**src/rtl/seq_bin_to_bcd.sv**
```systemverilog
// Sequential binary-to-BCD converter (double dabble, one input bit per clock).
// Parametrised in input width, digit count and signedness. Uses a start/ready/done
// handshake and flags results that do not fit in DIGITS decimal digits.

// One BCD digit's add-3 correction, applied before every shift.
module seq_bin_to_bcd_digit (
  input  logic [3:0] d,
  input  logic [3:0] q_unused_dummy_n,
  output logic [3:0] q
);
  logic unused_ok;
  // Only 5..9 get corrected, so the 4-bit add never wraps.
  assign q = (d >= 4'd5) ? d + 4'd3 : d;
  assign unused_ok = &q_unused_dummy_n;
endmodule

module seq_bin_to_bcd #(
  parameter int N      = 8,
  parameter int DIGITS = 3,
  parameter int SIGNED = 0
) (
  input  logic                  clk,
  input  logic                  rst_n,
  input  logic                  start,
  input  logic [N-1:0]          bin,
  output logic                  ready,
  output logic                  busy,
  output logic                  done,
  output logic [4*DIGITS-1:0]   bcd,
  output logic                  neg,
  output logic                  overflow
);
  localparam int W  = 4*DIGITS;
  localparam int CW = $clog2(N) + 1;
  localparam logic [CW-1:0] LAST = CW'(N-1);

  typedef enum logic {IDLE = 1'b0, CONVERT = 1'b1} state_t;
  state_t state, state_nxt;

  logic [N-1:0]  shreg, shreg_sh, mag;
  logic [W-1:0]  work, adj, work_sh;
  logic [CW-1:0] cnt;
  logic          out_bit, pend, sign_q, in_neg, accept, last_step;

  // Per-digit add-3 stage across the whole working register.
  genvar g;
  generate
    for (g = 0; g < DIGITS; g++) begin : g_dig
      seq_bin_to_bcd_digit u_dig (
        .d                (work[4*g +: 4]),
        .q_unused_dummy_n (4'hF),
        .q                (adj[4*g +: 4])
      );
    end
  endgenerate

  // Bit leaving the top of the working register is lost magnitude: overflow.
  assign {out_bit, work_sh, shreg_sh} = {adj, shreg, 1'b0};

  // Negative inputs convert their magnitude; -2^(N-1) maps to 2^(N-1).
  assign in_neg    = (SIGNED != 0) && bin[N-1];
  assign mag       = in_neg ? (~bin + N'(1)) : bin;
  assign accept    = (state == IDLE) && start;
  assign last_step = (state == CONVERT) && (cnt == LAST);

  // State register.
  always_ff @(posedge clk) begin
    if (!rst_n) state <= IDLE;
    else        state <= state_nxt;
  end

  // Next-state logic: run exactly N steps per accepted request.
  always_comb begin
    state_nxt = state;
    case (state)
      IDLE:    if (start)        state_nxt = CONVERT;
      CONVERT: if (cnt == LAST)  state_nxt = IDLE;
      default:                   state_nxt = IDLE;
    endcase
  end

  // Handshake outputs decoded from state.
  always_comb begin
    ready = (state == IDLE);
    busy  = (state == CONVERT);
  end

  // Working datapath: load on accept, one shift-and-correct step per busy cycle.
  always_ff @(posedge clk) begin
    if (!rst_n) begin
      shreg  <= '0;
      work   <= '0;
      cnt    <= '0;
      pend   <= 1'b0;
      sign_q <= 1'b0;
    end else if (accept) begin
      shreg  <= mag;
      work   <= '0;
      cnt    <= '0;
      pend   <= 1'b0;
      sign_q <= in_neg;
    end else if (state == CONVERT) begin
      shreg  <= shreg_sh;
      work   <= work_sh;
      pend   <= pend | out_bit;
      cnt    <= cnt + CW'(1);
    end
  end

  // Result registers: updated only on the final step, held otherwise.
  always_ff @(posedge clk) begin
    if (!rst_n) begin
      done     <= 1'b0;
      bcd      <= '0;
      overflow <= 1'b0;
      neg      <= 1'b0;
    end else begin
      done <= last_step;
      if (last_step) begin
        bcd      <= work_sh;
        overflow <= pend | out_bit;
        neg      <= sign_q;
      end
    end
  end
endmodule
```
**config.mk**
```make
export PLATFORM = sky130hd
export DESIGN_NAME = seq_bin_to_bcd
export DESIGN_NICKNAME = d
export VERILOG_FILES = /design/src/rtl/seq_bin_to_bcd.sv
export SDC_FILE = /design/constraint.sdc
export NUM_CORES = 1
export LEC_CHECK = 0
export ABC_AREA = 0
export BUFFER_PORTS_ARGS = -buffer_cell sky130_fd_sc_hd__buf_2
export CAP_MARGIN = 30
export CORE_MARGIN = 1.5
export CORE_UTILIZATION = 59
export CTS_BUF_LIST = sky130_fd_sc_hd__clkbuf_8
export CTS_CLUSTER_SIZE = 28
export DETAILED_ROUTE_END_ITERATION = 7
export PLACE_DENSITY = 0.85
export SLEW_MARGIN = 10
export SYNTH_ARGS = -nofsm -noshare
export SYNTH_HDL_FRONTEND = slang
export SYNTH_HIERARCHICAL = 1
export SYNTH_SLANG_ARGS = --single-unit
```
**constraint.sdc**
```tcl
create_clock -name clk -period 3.9 [get_ports clk]
set_clock_uncertainty 0.2 [all_clocks]
set_input_delay 0.78 -clock clk [delete_from_list [all_inputs] [get_ports clk]]
set_output_delay 0.78 -clock clk [all_outputs]
set_load 0.01 [all_outputs]
```
# Yosys cells after proc, flatten, opt, wreduce, memory -nomap -nowiden
# Cells that the tools add are included.
[word_totals]
ff_bits = 40
in_bits = 11
output_inout_bits = 17
word_cells = 31
[classes]
n_addsub = 4
magnitude_cmp = 3
eq_ne = 1
n_mux = 8
bitwise_logic = 3
n_reduce_logical = 4
[op_table]
columns = ["operator", "count"]
rows = [
  ["2-to-1 mux 8 bit", 2],
  ["adder 4 x 2 -> 4 bit (second input constant)", 3],
  ["greater-or-equal comparator 4 x 3 -> 1 bit (second input constant)", 3],
  ["2-to-1 mux 4 bit", 3],
  ["adder 4 x 1 -> 4 bit (second input constant)", 1],
  ["== test 4 x 3 -> 1 bit (second input constant)", 1],
  ["logical AND 1 bit", 2],
  ["2-to-1 mux 1 bit", 2],
  ["NOT 1 bit", 2],
  ["one-hot mux 1 bit (2 select lines)", 1],
  ["nonzero test 2 bit", 1],
  ["OR reduction 2 bit", 1],
  ["OR 1 bit", 1],
]

# Logic depth before layout (Yosys ltp)
# Gate-level depths: netlist of run 1.
[logic_depth]
word_depth = 3
mapped_depth = 7

# By module
# Netlist of run 1, hierarchy kept.
[by_module_without_submodules]
columns = ["module", "n_inst", "cells_per_inst", "area_per_inst_um2", "seq_area_each_um2"]
rows = [
  ["seq_bin_to_bcd", 1, 160, 1519.0, 800.8],
  ["seq_bin_to_bcd_digit", 3, 16, 101.3, 0.0],
]

# Worst setup path after synthesis of run 1
# OpenSTA, ideal clock, no wires.
[synth_timing]
kind = "input to register"
startpoint = "in start"
endpoint = "reg work[9]"
arrival_ns = 1.481
t_required_ns = 3.636
slack_ns = 2.155
stages = 5
path_buffers = 3
cell_sequence = "buf_2 > a21o_1 > buf_6 > buf_6 > nor2_1"
[synth_between]
elab_chain_cells = 2
[synth_rtl]
columns = ["element", "line_no", "rtl"]
rows = [
  ["start, declared", "24", "input logic start,"],
  ["logical AND 1 bit", "63", "assign accept = (state == IDLE) && start;"],
  ["OR reduction 2 bit (no source line)", "-", ""],
  ["end signal, assigned", "104", "work <= work_sh;"],
  ["end, declared", "41", "logic [W-1:0] work, adj, work_sh;"],
]
# Every way passes these cells.
# A chain may end at the register's enable or synchronous reset.

# Worst setup path in the final report of run 1
[layout_timing]
startpoint = "reg state, in the netlist busy"
endpoint = "out busy"
[layout_lines]
columns = ["element", "line_no", "rtl"]
rows = [
  ["start, declared", "38", "state_t state, state_nxt;"],
  ["start signal, assigned", "69", "else state <= state_nxt;"],
  ["end, declared", "27", "output logic busy,"],
]
# No word-level cell between the ends.

==> metrics.txt, run 1 <==
Iteration-0 DRC Markers=93; Finished Cell Area=2000 µm²; Worst Hold Class=flop to flop; Post-Syn Area=1820 µm²; share of cells above drive strength 1=0.175; clk root buf=clkbuf_8; final setup vio count=0; Synth warnings=6; CTS hold repair buffers=0; clock sinks=40; row cnt=19; clk_lat worst skew=0.29 ns; initial antenna violation count=0; Max Fanout on Critical Path=14; TNS Setup=0 ns; Die X=58.5 µm; setup ws final=1.54 ns; Critical Path Sink Type=output port; Mapped Cells=between 200 and 250; first-pass GRT wire length=between 5 and 6 mm; final cell count without fillers=260; Placed Instances=252; Slew @ Worst Pin=0.670 ns; Tcrit/Tclk final=0.604; Setup WS pre-CTS=1.60 ns; cell area power density=374 nW/µm²; largest net degree at the start of global routing=36; ANT nets after route=0; Clock transition at path regs=roughly 0.070 ns; # IOs=28; crit path kind=flop to output port; CP arrival=1.38 ns; HPWL Detailed=2.30 mm; DIE AREA=~3400 µm²; final slew viol count=0; worst endpoint required time=2.92 ns; htree depth=2; Fill cells=240; Peak VDD IR=0.267 mV; ant diodes=0; final hold viol count=0; RSZ-0062 raised after global routing=false; Max-Cap Viols=0; register area=801 µm²; leak pwr=0.000872 µW; fin crit period=2.36 ns; synthesized netlist net count=225; GRT Resource Usage Total=0.217; Num CTS Buffers=5; CP startpoint kind=flop; vias in the first global route=between 1k and 1.5k; total grt overflow=0; DRT Pass-1 Iters=4; area used by multi-input combinational logic=just over 900 µm²; area delta synth->final=10.2%; WL final=roughly 3.3 mm; Core ar.=2830 µm²; GP Congestion=roughly 0.74; vias per cell=5.44; Nets=246; Rel. slew slack=0.551; IO Port Bufs=26; Area after DPL=1910 µm²; Post-CTS Setup Bufs=0; Mean Syn Cell Area=between 8 and 9 µm²; CTS max path bufs=2; residual DRC count=0; Initial Util=0.643; via count=between 1k and 1.5k; Total Power=750 µW; die height=58.5 µm; CTS resizes=0; fmax=425 MHz; TritonCTS clock tree=built; Routed WL per cell=12.5 µm; status=finished clean
placed cells by master (no fill, tap or decap), types with 3 or more instances in the layout:
master / count
dfxtp_1: 40
buf_2: 26
nand2_1: 25
mux2i_1: 24
nor2_1: 21
o21ai_1: 16
nand3_1: 13
o21ai_0: 11
a21oi_1: 8
ha_1: 7
clkbuf_8: 6
inv_1: 6
nand2b_1: 6
xnor2_1: 4
a21oi_2: 3
power breakdown:
group | internal, µW | leakage [µW] | switching, µW
clock | 141 | 0.0000510 | 136
sequential | 417 | 0.000324 | 7.36
combinational | 20.2 | 0.000497 | 28.1
total | 578 | 0.000872 | 172
flip-flops by register name, summed over array words and instances (netlist names):
signal    flops
pend          1
overflow      1
work         12
cnt           4
done          1
shreg         8
bcd          12
busy          1
metrics by stage:
stage / util / hold slack (ns)
6_report: 0.709 / 0.256
5_1_grt: 0.709 / 0.285
4_1_cts: 0.709 / 0.259
3_5_place_dp: 0.676 / 0.249
3_3_place_gp: 0.676 / 0.241
2_1_floorplan: - / 0.232
worst paths after layout:
check / startpoint / to / slack (ns) / cells after the start
min reg2reg: bcd[7]$_SDFFE_PN0P_ / bcd[7]$_SDFFE_PN0P_ / 0.26 / 2
max reg2reg: busy$_SDFF_PN0_ / bcd[11]$_SDFFE_PN0P_ / 1.70 / 4
min: bcd[7]$_SDFFE_PN0P_ / bcd[7]$_SDFFE_PN0P_ / 0.26 / 2
max: busy$_SDFF_PN0_ / busy / 1.54 / 2
per-layer routing:
layer	global-route usage	wire length (µm)
met1	0.256	1420
met3	0.0615	136
met5	0	0
met2	0.358	1640
met4	0.113	60
layout make-up:
class,instances,share of cell area
Sequential cell,40,0.400
Clock inverter,2,0.00499
Inverter,8,0.0150
Timing Repair Buffer,27,0.0687
Clock buffer,6,0.0412
Multi-Input combinational cell,146,0.451
Tap cell,31,0.0194
critical path, stage by stage (launching register included):
cell and delay [ns]:
dfxtp_1 0.60, buf_4 0.32, buf_2 0.17
Note: power is estimated with default switching activity, not from simulation.
==> run 2, diff against run 1 <==
ABC_AREA = 1   (was 0)
CORE_UTILIZATION = 53   (was 59)
PLACE_DENSITY = 0.81   (was 0.85)
clock period = 2 ns   (was 3.9 ns; I/O delays follow)
==> run 2 against run 1 <==
Wire length increased by 19%. Final cell count rose by 35%. Sequential power increased by 94%. Synthesized cell count rose by 34%. Clock power rose by 140%. First-iteration DRC count decreased by 5.4%. Global-route usage is 1.5 points lower. Critical path depth unchanged. Hold slack worse by 0.077 ns. Largest cell class unchanged.
==> metrics.txt, run 2 <==
clk_lat worst skew=0.29 ns (about the same); residual DRC count=0 (unchanged); CP Cell Sequence=inv_2, buf_2 (was buf_4, buf_2); htree depth=2 (unchanged); clock sinks=40 (unchanged); TNS Setup=0 ns (unchanged); final hold viol count=0 (unchanged); status=finished clean (unchanged); Top Registers=bcd: 12 flops, work: 12 flops, shreg: 8 flops (unchanged); CP Depth=2 (unchanged); Total Power=1590 µW (was 750 µW); crit path kind=flop to output port (unchanged); Max-Cap Viols=0 (unchanged); reg-to-reg startpoint=work[8]$_SDFFE_PP0P_ (was busy$_SDFF_PN0_); Routed WL per cell=11.1 µm (was 12.5 µm); worst path bufs/invs=2 (unchanged); DRT Pass-1 Iters=4 (unchanged); Clock transition at path regs=0.08 ns (was 0.07 ns); Worst Hold Class=primary input to flop (was flop to flop); Nets=320 (was 246); CP startpoint kind=flop (unchanged); CTS resizes=0 (unchanged); cell area power density=707 nW/µm² (was 374 nW/µm²); CTS max path bufs=2 (unchanged); Iteration-0 DRC Markers=88 (was 93); # IOs=28 (unchanged); die height=64.4 µm (was 58.5 µm); Area after DPL=2130 µm² (was 1910 µm²); Max stage delay cell, worst path=dfxtp_1 (unchanged); Synth warnings=6 (unchanged); Num CTS Buffers=5 (unchanged); ANT nets after route=0 (unchanged); TritonCTS clock tree=built (unchanged); CTS hold repair buffers=0 (unchanged); GP Congestion=0.835 (was 0.737); final slew viol count=0 (unchanged); FF-to-FF End=overflow$_SDFFE_PN0P_ (was bcd[11]$_SDFFE_PN0P_); Post-Syn Area=2000 µm² (was 1820 µm²); final setup vio count=0 (unchanged); first-pass GRT wire length=6.51 mm (was 5.56 mm); share of cells above drive strength 1=0.215 (was 0.175); fin crit period=1.86 ns; Post-CTS Setup Bufs=0 (unchanged); Critical Path Sink Type=output port (unchanged); row cnt=22 (was 19); Mapped Cells=278 (was 207); fmax=between 500 and 600 MHz; Initial Util=0.550 (was 0.643); CP arrival=1.26 ns (was 1.38 ns); Core ar.=3630 µm² (was 2830 µm²); Max Fanout on Critical Path=11 (was 14); CP max stage delay=0.58 ns (was 0.60 ns); Mean Syn Cell Area=7.18 µm² (was 8.79 µm²); GRT Resource Usage Total=0.202 (was 0.217); area delta synth->final=12.5% (was 10.2%); worst r2r path cells=8 (was 4); IO Port Bufs=26 (unchanged); initial antenna violation count=0 (unchanged); via count=1753 (was 1414); largest net degree at the start of global routing=21 (was 36); Critical Path Sink=ready (was busy); RSZ-0062 raised after global routing=false (unchanged); Die X=64.4 µm (was 58.5 µm); fin util=0.618 (was 0.709); total grt overflow=0 (unchanged); vias per cell=4.99 (was 5.44); Finished Cell Area=2250 µm² (was 2000 µm²); commonest non-fill, non-tap cell in the layout=nand2_1 (was dfxtp_1); worst endpoint required time=1.40 ns (was 2.92 ns); delay-heaviest family, CP=flip-flops (unchanged); WL final=3.88 mm (was 3.26 mm); ant diodes=0 (unchanged); crit path from=busy$_SDFF_PN0_ (unchanged); synthesized netlist net count=296 (was 225); DIE AREA=4140 µm² (was 3430 µm²); commonest cells after routing, fill and taps aside=nand2_1, nand3_1, dfxtp_1, buf_2, inv_1 (was dfxtp_1, buf_2, nand2_1, mux2i_1, nor2_1); Tcrit/Tclk final=0.929; vias in the first global route=1490 (was 1283); clk root buf=clkbuf_8 (unchanged); reg2reg setup slack=0.33 ns (was 1.70 ns); leak pwr=0.00104 µW (was 0.000872 µW); HPWL Detailed=2.76 mm (was 2.30 mm); Peak VDD IR=0.427 mV (was 0.267 mV)
## run 2: layout make-up
cell class              count  area [µm²]
multi-input cells         200        1010
inverters                  24        90.1
flip-flops and latches     40         801
clock buffers               5        68.8
repair buffers             31         168
well taps                  48        60.1
fillers                   338        1390
clock inverters             3        46.3
## run 2: worst min path at each step
stage                             to  slack, ns  depth (start not counted)                   from
5_1_grt        shreg[0]$_SDFFE_PN0P_       0.18                          3                 bin[0]
3_3_place_gp   shreg[0]$_SDFFE_PN0P_       0.25                          2  shreg[0]$_SDFFE_PN0P_
3_5_place_dp   shreg[0]$_SDFFE_PN0P_       0.25                          2  shreg[0]$_SDFFE_PN0P_
6_report       shreg[0]$_SDFFE_PN0P_       0.18                          3                 bin[0]
2_1_floorplan      pend$_SDFFE_PP0P_       0.23                          2      pend$_SDFFE_PP0P_
4_1_cts        shreg[0]$_SDFFE_PN0P_       0.17                          3                 bin[0]
## run 2: routing by layer
metal  track usage  part of all wire  vias to the layer above
met3        0.0528             0.024                        4
met2         0.340              0.50                       20
met5             0                 0                        -
met4        0.0718             0.010                        0
met1         0.249              0.46                      800
li1              -                 -                      929
## run 2: worst min-delay path, stage by stage
cell	delay, ns
buf_2	0.09
nand3_1	0.07
a21oi_1	0.06
## run 2: through the flow
step	setup slack [ns]	cells	hold slack, ns
after floorplan	0.450	278	0.229
after global placement	0.407	343	0.249
after detailed placement	0.356	343	0.254
after CTS	0.129	351	0.170
after global routing	0.0583	351	0.176
final	0.142	351	0.180
## run 2: report_power, final
group	switching, µW	leakage, µW	internal [µW]	total (µW)
registers	11.9	0.000324	809	821
clock network	291	0.0000548	376	667
logic	65.1	0.000663	35.2	100
total	368	0.00104	1220	1590
==> run 3, diff against run 2 <==
CELL_PAD_IN_SITES_DETAIL_PLACEMENT = 2   (was unset)
CELL_PAD_IN_SITES_GLOBAL_PLACEMENT = 2   (was unset)
CORE_UTILIZATION = 30   (was 53)
==> run 3 against run 2 <==
First-iteration DRC count shrank 69%. Largest power group unchanged. Register-to-register slack lost 0.06 ns. Combinational power grew 11%. Clock power shrank 14%. Design area grew 0.67%.
==> metrics.txt, run 3 (same netlist as run 2, synthesis figures left out) <==
HPWL Detailed=4.11 mm (was 2.76 mm); ant diodes=0 (unchanged); Total Power=1500 µW (was 1590 µW); FF-to-FF End=overflow$_SDFFE_PN0P_ (unchanged); Max-Cap Viols=0 (unchanged); largest net degree at the start of global routing=17 (was 21); CP arrival=1.27 ns (was 1.26 ns); fin crit period=1.87 ns (was 1.86 ns); residual DRC count=0 (unchanged); CTS max path bufs=2 (unchanged); DRT Pass-1 Iters=4 (unchanged); IO Port Bufs=26 (unchanged); Peak VDD IR=0.306 mV (was 0.427 mV); # IOs=28 (unchanged); Critical Path Sink Type=output port (unchanged); Critical Path Sink=busy (was ready); worst r2r path cells=9 (was 8); Max Fanout on Critical Path=11 (unchanged); WL final=5.63 mm (was 3.88 mm); CP startpoint kind=flop (unchanged); reg2reg setup slack=0.27 ns (was 0.33 ns); cell area power density=664 nW/µm² (was 707 nW/µm²); crit path from=busy$_SDFF_PN0_ (unchanged); Worst Hold Class=primary input to flop (unchanged); GRT Resource Usage Total=0.167 (was 0.202); GP Congestion=0.804 (was 0.835); Clock transition at path regs=0.09 ns (was 0.08 ns); Num CTS Buffers=5 (unchanged); vias in the first global route=2011 (was 1490); Tcrit/Tclk final=0.936 (was 0.929); clock sinks=40 (unchanged); final slew viol count=0 (unchanged); fmax=534 MHz (was 538 MHz); Die X=84.6 µm (was 64.4 µm); Initial Util=0.313 (was 0.550); fin util=0.354 (was 0.618); clk_lat worst skew=0.30 ns (was 0.29 ns); leak pwr=0.00104 µW (about the same); first-pass GRT wire length=9.57 mm (was 6.51 mm); reg-to-reg startpoint=work[9]$_SDFFE_PP0P_ (was work[8]$_SDFFE_PP0P_); area delta synth->final=13.3% (was 12.5%); Top Registers=bcd: 12 flops, work: 12 flops, shreg: 8 flops (unchanged); CTS hold repair buffers=0 (unchanged); commonest non-fill, non-tap cell in the layout=nand2_1 (unchanged); CP Cell Sequence=buf_4, buf_2 (was inv_2, buf_2); Fill cells=779 (was 338); Core ar.=6390 µm² (was 3630 µm²); worst endpoint required time=1.40 ns (about the same); RSZ-0062 raised after global routing=false (unchanged); Routed WL per cell=14.8 µm (was 11.1 µm); die height=84.6 µm (was 64.4 µm); row cnt=29 (was 22); crit path kind=flop to output port (unchanged); CTS resizes=0 (unchanged); CP max stage delay=0.55 ns (was 0.58 ns); ANT nets after route=0 (unchanged); final hold viol count=0 (unchanged); vias per cell=4.94 (was 4.99); Max stage delay cell, worst path=dfxtp_1 (unchanged); Iteration-0 DRC Markers=27 (was 88); htree depth=2 (unchanged); Post-CTS Setup Bufs=0 (unchanged); initial antenna violation count=0 (unchanged); DIE AREA=7150 µm² (was 4140 µm²); TritonCTS clock tree=built (unchanged); commonest cells after routing, fill and taps aside=nand2_1, nand3_1, dfxtp_1, buf_2, inv_1 (unchanged); Nets=320 (unchanged); final setup vio count=0 (unchanged); status=finished clean (unchanged); share of cells above drive strength 1=0.211 (was 0.215); total grt overflow=0 (unchanged); TNS Setup=0 ns (unchanged); via count=1878 (was 1753); clk root buf=clkbuf_8 (unchanged)
run 3: cell types whose count changed in the layout (fill, tap and decap cells not counted):
cell	previous run	this run
inv_6	1	0
bufinv_16	1	0
inv_1	20	21
clkbuf_8	5	6
run 3: through the flow:
step	setup slack [ns]	cells	area, µm²	hold slack, ns
final	0.128	380	2260	0.171
after global routing	0.0713	380	2260	0.182
after CTS	0.131	380	2260	0.165
after detailed placement	0.290	372	2170	0.252
after global placement	0.362	372	2170	0.244
after floorplan	0.450	278	2000	0.229
run 3: cell type report:
type	count	area, µm²	share of cell area
multi-input combinational	200	1010	0.448
sequential	40	801	0.354
timing repair buffer	31	168	0.0741
tap	77	96.3	0.0426
inverter	24	90.1	0.0398
clock buffer	6	82.6	0.0365
clock inverter	2	11.3	0.00498
run 3: layer usage:
layer	vias to the layer above	routed length [µm]	global-route usage
li1	928	-	-
met1	927	2560	0.204
met2	18	2880	0.297
met3	5	114	0.0246
met4	0	77	0.0572
met5	-	0	0
run 3: critical path: cells and delay by family (launching register included):
| kind | cells | cell delay [ns] |
|---|---|---|
| DFF | 1 | 0.55 |
| buffers and inverters | 2 | 0.41 |
run 3: power breakdown:
| part | internal (µW) | leakage, µW | switching, µW |
|---|---|---|---|
| Combinational | 35.0 | 0.000663 | 75.9 |
| Clock | 276 | 0.0000486 | 295 |
| Sequential | 809 | 0.000324 | 11.4 |
run 3: worst min path at each step:
stage	endpoint	depth (start not counted)	slack (ns)	from
after floorplan	pend$_SDFFE_PP0P_	2	0.23	pend$_SDFFE_PP0P_
after global placement	pend$_SDFFE_PP0P_	2	0.24	pend$_SDFFE_PP0P_
after detailed placement	pend$_SDFFE_PP0P_	2	0.25	pend$_SDFFE_PP0P_
after CTS	shreg[0]$_SDFFE_PN0P_	3	0.16	bin[0]
after global routing	shreg[0]$_SDFFE_PN0P_	3	0.18	bin[0]
final	shreg[0]$_SDFFE_PN0P_	3	0.17	bin[0]
